===== config.mk =====
export PLATFORM = sky130hd
export DESIGN_NAME = fetch_stage
export DESIGN_NICKNAME = d
export VERILOG_FILES = /design/src/rtl/cpu_types_pkg.sv /design/src/rtl/fetch_stage.sv
export SDC_FILE = /design/constraint.sdc
export NUM_CORES = 1
export LEC_CHECK = 0
export CAP_MARGIN = 10
export CORE_UTILIZATION = 44
export CTS_BUF_LIST = sky130_fd_sc_hd__clkbuf_8
export DETAILED_ROUTE_END_ITERATION = 6
export PLACE_DENSITY = 0.87
export SLEW_MARGIN = 20
export SYNTH_ARGS = -nofsm -noshare
export SYNTH_HDL_FRONTEND = slang
export SYNTH_SLANG_ARGS = --single-unit

===== constraint.sdc =====
create_clock -name CLK -period 3.42 [get_ports CLK]
set_input_delay 0.684 -clock CLK [delete_from_list [all_inputs] [get_ports CLK]]
set_output_delay 0.684 -clock CLK [all_outputs]
set_load 0.03 [all_outputs]

===== src/rtl/cpu_types_pkg.sv =====
// ============================================================================
// Module : cpu_types_pkg
// Brief  : Shared CPU word type, PC increment and fetch-stage state encoding.
// Rev    : 1.0
// ============================================================================
`default_nettype none

package cpu_types_pkg;

  localparam int WORD_W = 32;

  typedef logic [WORD_W-1:0] word_t;

  localparam word_t PC_INC = 32'd4;

  typedef enum logic [1:0] {
    FETCH  = 2'd0,
    SQUASH = 2'd1,
    HALTED = 2'd2
  } fetch_state_t;

endpackage

`default_nettype wire


===== src/rtl/fetch_stage.sv =====
// ============================================================================
// Module : fetch_stage
// Brief  : Instruction fetch: PC, imem handshake, IF/ID write/flush, redirects.
// Rev    : 1.0
// ============================================================================
`default_nettype none

module fetch_stage
  import cpu_types_pkg::*;
#(
  parameter word_t PC_RESET = 32'h0000_0000
) (
  input  logic              CLK,
  input  logic              nRST,
  output logic              iREN,
  output logic [WORD_W-1:0] iaddr,
  input  logic              ihit,
  input  logic [WORD_W-1:0] iload,
  input  logic              stall,
  input  logic              redirect,
  input  logic [WORD_W-1:0] redirect_addr,
  input  logic              halt,
  output logic [WORD_W-1:0] ifinstr,
  output logic [WORD_W-1:0] ifJALjump_addr,
  output logic              ifW,
  output logic              ifRST,
  output logic [WORD_W-1:0] pc_out
);

  localparam word_t C_PC_RESET_ALIGNED = {PC_RESET[WORD_W-1:2], 2'b00};

  fetch_state_t r_state;
  fetch_state_t w_state_next;
  word_t        r_pc;
  word_t        w_pc_next;
  word_t        r_pend_addr;
  word_t        w_pend_next;
  word_t        w_pc_inc;
  word_t        w_redirect_aligned;

  assign w_pc_inc           = r_pc + PC_INC;
  assign w_redirect_aligned = {redirect_addr[WORD_W-1:2], 2'b00};
  assign pc_out             = r_pc;

  always_ff @(posedge CLK or negedge nRST) begin
    if (!nRST) begin
      r_state     <= FETCH;
      r_pc        <= C_PC_RESET_ALIGNED;
      r_pend_addr <= '0;
    end else begin
      r_state     <= w_state_next;
      r_pc        <= w_pc_next;
      r_pend_addr <= w_pend_next;
    end
  end

  always_comb begin
    w_state_next   = r_state;
    w_pc_next      = r_pc;
    w_pend_next    = r_pend_addr;
    iREN           = 1'b1;
    iaddr          = r_pc;
    ifW            = 1'b1;
    ifRST          = 1'b1;
    ifinstr        = '0;
    ifJALjump_addr = '0;

    case (r_state)
      FETCH: begin
        if (halt) begin
          w_state_next = HALTED;
        end else if (redirect) begin
          // Without a hit the request to pc is still outstanding, so keep
          // iaddr stable and retire it in SQUASH before moving to the target.
          if (ihit) begin
            w_pc_next = w_redirect_aligned;
          end else begin
            w_pend_next  = w_redirect_aligned;
            w_state_next = SQUASH;
          end
        end else if (stall) begin
          ifW   = 1'b0;
          ifRST = 1'b0;
        end else if (ihit) begin
          ifRST          = 1'b0;
          ifinstr        = iload;
          ifJALjump_addr = w_pc_inc;
          w_pc_next      = w_pc_inc;
        end
      end

      SQUASH: begin
        if (halt) begin
          w_state_next = HALTED;
        end else begin
          if (redirect) begin
            w_pend_next = w_redirect_aligned;
          end
          if (ihit) begin
            w_pc_next    = redirect ? w_redirect_aligned : r_pend_addr;
            w_state_next = FETCH;
          end
        end
      end

      HALTED: begin
        iREN = 1'b0;
      end

      default: begin
        w_state_next = FETCH;
      end
    endcase

    // Hold a clean bubble on IF/ID while reset is asserted, regardless of inputs.
    if (!nRST) begin
      iREN           = 1'b1;
      ifW            = 1'b1;
      ifRST          = 1'b1;
      ifinstr        = '0;
      ifJALjump_addr = '0;
    end
  end

endmodule

`default_nettype wire

==> qor.yml <==
die_y_microns: 103
ys_seq_area_share_pct: 36.6
cts_buffer_depth: 2
rsz0062_at_grt: "false"
antenna_found_initial: 0
ys_seq_elements: 66
die_width_microns: 103
yosysTopAreaCellShare_pct: 36.6
status: "finished, final reports clean"
p_total_w: 0.00218
cp-start-kind: "input pin"
met2_length_microns: 7660
yosysWarnings: 0
wl_per_cell_microns: 17.2
drt_iter0_drc: 254
grt_pass1_vias: 4495
insertion_delay_ns: 0.36
placed_cell_area_sq_mm: 0.00628
relSlewSlack_pct: 36.3
setup-tns-final_ns: 0
grt_first_pass_wirelength_microns: 22100
hpwl_microns: 10500
synth_commonest_cells: "dfrtp_1 (66), nor2_1 (66), nand2_1 (48), o21ai_0 (38), and2_1 (37)"
drive_above_1_share_pct: 23.1
ant_nets: 0
htree_levels: 3
syn-cell-area_sq_mm: 0.00451
routed-wl-met3_microns: 1140
die-area_sq_mm: 0.0107
clkTransAtPathRegs_ns: 0.07
final_cell_area_sq_mm: 0.00656
cts_tree: "yes"
irDropWorstVdd_mv: 0.186
final_util_pct: 66.5
synth_edf_count: 0
layout_worst_path_cycle_share_pct: 96.4
clock_skew_ns: 0.00904
syn2layout_area_growth_pct: 45.4
required_ns: 2.74
path_class: "input pin to output pin"
syn_avg_cell_area_sq_um: 8.45
fin_crit_ns: 3.30
nets: 777
cts_root_buf: "clkbuf_8"
clock_sink_count: 66
synth_ff_type: "dfrtp_1"
fin_ws_ns: 0.122
synth_nets: 605
max_freq_ghz: 0.303
initial_core_util_pct: 45.8
fill_cells: 769
finalSetupViolCount: 0
p_leak_nw: 2.74
core-area_sq_mm: 0.00986
critPathMaxFanout: 15
gp_congestion: 0.823
io_buffers: 198
firstDrtPassIters: 5
hold_viol: 0
crit_path_end_kind: "output pin"
yosys-top-cells-area: "dfrtp_1 (37%), mux2_2 (7.7%), nor2_1 (5.5%), buf_4 (5.3%), and2_1 (5.1%)"
n_antenna_cell: 0
groute.usage.overall_pct: 27.5
grt_overflow_total: 0
yosys.cell_types.count: 49
row_count: 36
pre_cts_ws_ns: 0.101
arrival_ns: 2.61
vias: 4669
max_cap_violations: 0
tightestPinTransition_ns: 0.952
grt_max_degree: 67
top_layer: "met4"
vias_per_cell: 5.53
numCtsBuffers: 9
drv_slew: 0
async_flop_share_pct: 100
wl_met1_microns: 5360
routed_wl_microns: 14500
syn_inst: 534
p_per_area_mw_per_mm2: 333
synth_area_leader_cell: "dfrtp_1"
drcViolationCount: 0
hold_class: "flop to flop"
num_io_pins: 201
## where the power goes
group          switching [W]  leakage [nW]  internal (W)
Combinational       0.000295          1.79      0.000276
Sequential         0.0000831         0.844      0.000845
Clock               0.000312         0.105      0.000372
## repair_timing
action	in CTS	in global routing
hold buffers	0	0
setup endpoints to repair	0	5
endpoints found under the hold margin	0	0
buffers inserted	0	9
gates resized for setup	0	10
## critical path, stage by stage
cell and delay (ns):
clkdlybuf4s50_1 0.45, nor2_1 0.26, nand3_1 0.17, or3b_2 0.48
buf_4 0.21, nor2_1 0.20, buf_12 0.15
## state kept, by name (all words and copies together) (netlist names)
name and cells:
iaddr 32, r_pend_addr 32, r_state 2
## cells by family (layout without fill, tap and decap cells)
family | count (synthesis) | count (layout) | share of synthesized area [%]
AND/OR/NAND/NOR | 225 | 225 | 25.5
AO/OA/AOI/OAI | 109 | 109 | 14.9
buffers and inverters | 74 | 251 | 9.48
flip-flops | 66 | 66 | 36.6
multiplexers | 31 | 31 | 7.73
XOR/XNOR | 28 | 28 | 5.43
adder cells (fa/ha/maj) | 1 | 1 | 0.277
## placed cells by master, fill, tap and decap left out, types with 3 or more instances in the layout
cell / n
clkdlybuf4s50_1: 132
buf_4: 92
nor2_1: 66
dfrtp_1: 57
nand2_1: 47
o21ai_0: 38
and2_1: 37
mux2_2: 31
a21oi_1: 29
xnor2_1: 21
nand3_1: 15
clkbuf_8: 11
nor3_1: 9
dfrtp_2: 9
nand4_1: 8
nor4_1: 8
nor3b_1: 8
xor2_1: 7
inv_1: 7
a221oi_1: 7
o2bb2ai_1: 7
o31a_1: 6
o22ai_1: 5
a211oi_1: 4
or4_1: 3
nor2b_1: 3
nand2b_1: 3
a31oi_1: 3
clkinv_2: 3
## worst paths after layout
path	start	to	slack, ns	cells after the start
worst max-delay path	halt	ifJALjump_addr[30]	0.12	7
worst min-delay path	r_pend_addr[14]$_DFFE_PN0P_	r_pend_addr[14]$_DFFE_PN0P_	0.51	1
worst max register to register	iaddr[7]$_DFFE_PN0P_	iaddr[27]$_DFFE_PN0P_	0.96	5
worst min register to register	r_pend_addr[14]$_DFFE_PN0P_	r_pend_addr[14]$_DFFE_PN0P_	0.51	1
max in group asynchronous	nRST	iaddr[10]$_DFFE_PN0P_	2.23	2
min in group asynchronous	nRST	r_state[0]$_DFFE_PN0P_	0.57	2
## metrics by stage
stage,hold WS (ns),cells
floorplan,0.388,534
global placement,0.469,819
detailed placement,0.483,819
CTS,0.504,835
global route,0.521,844
finish,0.506,844
## area by class of cell
type,count,area (sq um),share of cell area (%)
timing repair buffer,228,2060,31.4
multi-input combinational,394,2440,37.2
clock buffer,11,151,2.31
tap,133,166,2.54
clock inverter,5,52.6,0.801
sequential,66,1660,25.3
inverter,7,26.3,0.400
## layer usage
metal | global-route usage [%] | vias to the layer above
met5 | 0 | -
met4 | 12.8 | 0
met3 | 4.77 | 34
met2 | 49.9 | 219
met1 | 31.5 | 2241
li1 | - | 2175
No activity file was read; power rests on OpenSTA's default activity.
